--- src/rtl/free_man_picker.sv ---
// free_man_picker: hands out free proposers one at a time as one-hot grants, takes released proposers back, and flags done when none are left (FREE_PICK_RR_EN selects round-robin priority)
module free_man_picker #(
    parameter int logS = 4,
    parameter int CNT_W = 16,
    localparam int S = 2 ** logS
) (
    input  logic             clk,
    input  logic             rst,
    input  logic             load,
    input  logic [S-1:0]     free_in,
    output logic             grant_valid,
    input  logic             grant_ready,
    output logic [S-1:0]     grant_onehot,
    input  logic             release_valid,
    input  logic [logS-1:0]  release_idx,
    output logic             done,
    output logic [CNT_W-1:0] grant_cnt
);
    typedef enum logic [1:0] {IDLE, SCAN, HOLD, DONE} state_t;
    localparam logic [S-1:0] ONE = 1;
    state_t state, state_n;
    logic [S-1:0] f, f_n, g, g_n, rel;
    logic [CNT_W-1:0] cnt, cnt_n;
    logic [logS-1:0] base, sel;
    logic xfer, reload;
    function automatic logic [logS-1:0] pick(input logic [S-1:0] v, input logic [logS-1:0] b);
        logic [logS-1:0] r, idx;
        r = b;
        for (int k = S - 1; k >= 0; k--) begin
            idx = b + logS'(k);
            if (v[idx]) r = idx;
        end
        return r;
    endfunction
    assign xfer = (state == HOLD) && grant_ready;
    assign reload = ((state == IDLE) || (state == DONE)) && load;
    assign rel = release_valid ? (ONE << release_idx) : '0;
    assign sel = pick(f, base);
    assign grant_valid = (state == HOLD);
    assign grant_onehot = g;
    assign done = (state == DONE);
    assign grant_cnt = cnt;
`ifdef FREE_PICK_RR_EN
    logic [logS-1:0] p;
    function automatic logic [logS-1:0] enc(input logic [S-1:0] v);
        logic [logS-1:0] r;
        r = '0;
        for (int i = 0; i < S; i++)
            if (v[i]) r = logS'(i);
        return r;
    endfunction
    // round-robin pointer: restart at 0 on reload, move past each accepted grant
    always_ff @(posedge clk) begin
        if (rst) p <= '0;
        else if (reload) p <= '0;
        else if (xfer) p <= enc(g) + 1'b1;
    end
    assign base = p;
`else
    assign base = '0;
`endif
    // next-state logic: scanning, holding the grant, releases folded into the free mask
    always_comb begin
        state_n = state;
        f_n = f;
        g_n = g;
        cnt_n = cnt;
        case (state)
            IDLE: begin
                if (load) begin
                    f_n = free_in;
                    cnt_n = '0;
                    state_n = SCAN;
                end
            end
            SCAN: begin
                f_n = f | rel;
                if (f == '0) state_n = release_valid ? SCAN : DONE;
                else begin
                    g_n = ONE << sel;
                    state_n = HOLD;
                end
            end
            HOLD: begin
                f_n = f | rel;
                if (grant_ready) begin
                    f_n = (f & ~g) | rel;
                    g_n = '0;
                    cnt_n = (&cnt) ? cnt : cnt + 1'b1;
                    state_n = SCAN;
                end
            end
            default: begin
                if (load) begin
                    f_n = free_in;
                    cnt_n = '0;
                    state_n = SCAN;
                end else if (release_valid) begin
                    f_n = f | rel;
                    state_n = SCAN;
                end
            end
        endcase
    end
    // state registers
    always_ff @(posedge clk) begin
        if (rst) begin
            state <= IDLE;
            f <= '0;
            g <= '0;
            cnt <= '0;
        end else begin
            state <= state_n;
            f <= f_n;
            g <= g_n;
            cnt <= cnt_n;
        end
    end
endmodule
--- config.mk ---
export PLATFORM = sky130hd
export DESIGN_NAME = free_man_picker
export DESIGN_NICKNAME = d
export VERILOG_FILES = /design/src/rtl/free_man_picker.sv
export SDC_FILE = /design/constraint.sdc
export NUM_CORES = 1
export LEC_CHECK = 0
export ABC_AREA = 1
export CORE_MARGIN = 4
export CORE_UTILIZATION = 55
export DETAILED_ROUTE_END_ITERATION = 8
export PLACE_DENSITY = 0.84
export SLEW_MARGIN = 20
export SYNTH_ARGS = -nofsm -noshare
export SYNTH_HDL_FRONTEND = slang
export SYNTH_SLANG_ARGS = --single-unit
export TNS_END_PERCENT = 100
--- constraint.sdc ---
create_clock -name clk -period 2.7 [get_ports clk]
set_input_delay 0.27 -clock clk [delete_from_list [all_inputs] [get_ports clk]]
set_output_delay 0.27 -clock clk [all_outputs]
set_load 0.02 [all_outputs]
==> summary.md <==
| Metric | Value |
|---|---|
| Cells after DPL | 589 |
| Routed wire length | 9350 um |
| Psw | between 1.5 and 2 mW |
| Final #Nets | 552 |
| Synth Area in Adders | 0.413% |
| Mapped cell area | 3030 sq um |
| Initial Util | slightly below 60% |
| I/O pin count | 59 |
| Max-Cap Viols | 0 |
| Ys Warns | 0 |
| RSZ-0062 raised after global routing | false |
| Slowest cell delay on critical path | 0.41 ns |
| Mux share of post-synthesis cell area | 0% |
| Leading area contributor after synthesis | dfxtp_1 |
| Diodes inserted | 0 |
| Clock Path Buffers | 2 |
| Gp weighted congestion | 0.999 |
| Kind of end point of the critical path | flip-flop |
| Area grow syn2layout | 26.3% |
| Number of synthesized flops with an enable pin | 0 |
| Via Count | between 3000 and 4000 |
| Core area | ~5200 sq um |
| CP max FO | 9 |
| Worst-margin pin slew | 0.513 ns |
| Total grt overflow | 0 |
| Internal power | 1.72 mW |
| Final period utilization | between 80% and 90% |
| Total power draw | 3.32 mW |
| Worst skew pair latency | 0.31 ns |
| Syn Inst Count | 464 |
| Worst path bufs/invs | 1 |
| Die width | between 80 and 90 um |
| Top_reg_cell synth | dfxtp_1 |
| First-pass GRT wire length | between 15000 and 20000 um |
| Max frequency | 0.440 GHz |
| Synth top cells by count | nand2_1, nor2_1, inv_1 |
| Area after DPL | 3710 sq um |
| Sequential fraction of design power | 30.4% |
| Yosys reg bits | 50 |
| Crit path max-delay cell type | dfxtp_1 |
| Share of the synthesized area in the top cell type | about a third |
| Min Tclk post-route | 2.27 ns |
| Final Cell Area | between 3000 and 4000 sq um |
| Seq/Total Area, Yosys | 33.0% |
| Pin count of the biggest net entering global routing | 29 |
| Switching power share of the total | between 40% and 50% |
| PwrDens | 866 nW/um^2 |
| Pleak | 1.45 nW |
| Min-Delay Path Class | reg2reg |
| Clk slew on worst S/H paths | 0.10 ns |
| Crit path kind | reg2reg |
| Most used cell, CP | nand4_1 |
| Setup TNS | 0 ns |
| # hold bufs at CTS | 0 |
| Drt pass-1 iters | 5 |
| ANT nets after route | 0 |
| Final setup skew | approximately 0.0038 ns |
| Initial antenna violation count | 0 |
| Die height | 82.3 um |
| GRT Total Usage | 29.2% |
| Cells along the critical path | ha_1 > nand2_1 > nor2_1 > nand4_1 > nor2_1 > nand4_1 > o21ai_4 > nor2_4 > nand4_1 > inv_1 > o21ai_0 > a21oi_1 |
| Arrival @ worst endpoint | about 2.5 ns |
| Clk root buf | clkbuf_8 |
| Avg Inst Size Synth | 6.54 sq um |
| Max IR drop VDD | about 0.00064 V |
| Detailed Place HPWL | 7090 um |
| CTS tree | done |
| Vias per Instance | about 5.8 |
| DRC Markers | 0 |
| CP top delay family | simple AND/OR/NAND/NOR gates |
| Largest family of logic cells by synthesized area | simple AND/OR/NAND/NOR gates |
| Row cnt | 26 |
| Synth top area cells | dfxtp_1, nand2_1, nor2_1 |
| Top-count cell post-synth | nand2_1 |
| Synth Net Count | 490 |
| Final hold viol count | 0 |
| Count of buffers from port buffering | 58 |
| Gate power share | 52.7% |
| Critical Path RT | 2.91 ns |
| Clock Sinks | 50 |
| Vias in the first global route | approximately 3200 |
| Rel. slew slack | approximately two thirds |
| Final Setup Violations | 0 |
| Post-Synth Simple-Gate Area | 33.5% |
| Synth unique cells | 38 |
| Synth Area in XOR/XNOR | 0% |
| Layout fillers | 440 |
| CTS buffer count | 5 |
| FFs w/ async S/R, synth | 0% |
| Status | finished, final reports clean |
| Slew Viols, Final | 0 |
| Avg WL per Cell | 15.7 um |
| Share of layout cells above drive strength 1 | between 7 and 8% |
| Resized cells post-CTS | 0 |
| Initial DRC Count | 438 |
| Complex-gate fraction of the synthesized area | 22.5% |
| Post-CTS Setup Inserts | 0 |
| Die Area | 6770 sq um |
| Non-filler cells, final | 597 |
| H-tree levels | 2 |
| Clk pwr share | 16.9% |
| Worst Setup Start Kind | flip-flop |
-- cell usage in the layout, fill, tap and decap left out, types with 5 or more instances in the layout --
cell type | netlist | routed
dfxtp_1 | 50 | 50
a21oi_1 | 40 | 40
nand2_1 | 81 | 81
inv_2 | 7 | 7
inv_1 | 62 | 62
nand4_1 | 16 | 16
o21ai_0 | 34 | 34
o211ai_1 | 10 | 10
a31oi_1 | 6 | 6
nor3_1 | 18 | 18
nor2_1 | 68 | 68
nand3_1 | 18 | 18
a41oi_1 | 8 | 8
clkbuf_8 | 0 | 5
clkdlybuf4s50_1 | 0 | 58
buf_4 | 2 | 9
-- registers in the layout (all words and copies together) (netlist names) --
signal        count
grant_cnt        16
grant_onehot     16
state             2
f                16
-- routing by layer --
metal	routed length [um]	track usage, %	part of all wire (%)	up-vias
met5	0	0	0	-
met4	192	7.81	2.1	0
met3	878	4.34	9.4	20
met2	4190	46.6	45	169
met1	4090	41.1	44	1612
li1	-	-	-	1691
-- layout make-up --
cell class | count | area (sq um) | area share [%]
clock inverters | 3 | 48.8 | 1.27
repair buffers | 67 | 648 | 16.9
clock buffers | 5 | 68.8 | 1.80
flip-flops and latches | 50 | 1000 | 26.1
inverters | 70 | 265 | 6.93
multi-input cells | 332 | 1710 | 44.7
well taps | 70 | 87.6 | 2.29
-- tightest hold or removal path: stages (launching register included) --
cell and delay, ns:
dfxtp_1 0.34, inv_1 0.05, a21oi_1 0.06
-- worst paths after layout --
| kind | slack, ns | end | depth (start not counted) | startpoint |
|---|---|---|---|---|
| hold / removal | 0.49 | grant_cnt[14] | 2 | grant_cnt[14] |
| hold reg to reg | 0.49 | grant_cnt[14] | 2 | grant_cnt[14] |
| setup / recovery | 0.43 | grant_cnt[15] | 12 | grant_cnt[0] |
| setup reg to reg | 0.43 | grant_cnt[15] | 12 | grant_cnt[0] |
-- power by group through the flow --
stage	sequential [mW]	combinational [mW]	clock [mW]
final	1.01	1.75	0.562
after global routing	1.03	1.93	0.598
after CTS	1.00	1.71	0.569
after detailed placement	1.02	1.69	0
after global placement	1.02	1.65	0
after floorplan	1.02	1.22	0
-- through the flow --
step                      utilization (%)  hold WS, ns  setup WS [ns]
after floorplan                         -        0.444          0.677
after CTS                            73.1        0.492          0.441
after detailed placement             70.9        0.475          0.485
final                                73.1        0.487          0.425
after global routing                 73.1        0.519          0.228
after global placement               70.9        0.452          0.613
-- cells by family after synthesis --
| logic type | after synthesis |
|---|---|
| and+or+nand+nor | 218 |
| AOI/OAI and AO/OA | 113 |
| adders and majority gates | 1 |
| buffers and inverters | 82 |
| DFF | 50 |
Note: power is estimated with default switching activity, not from simulation.
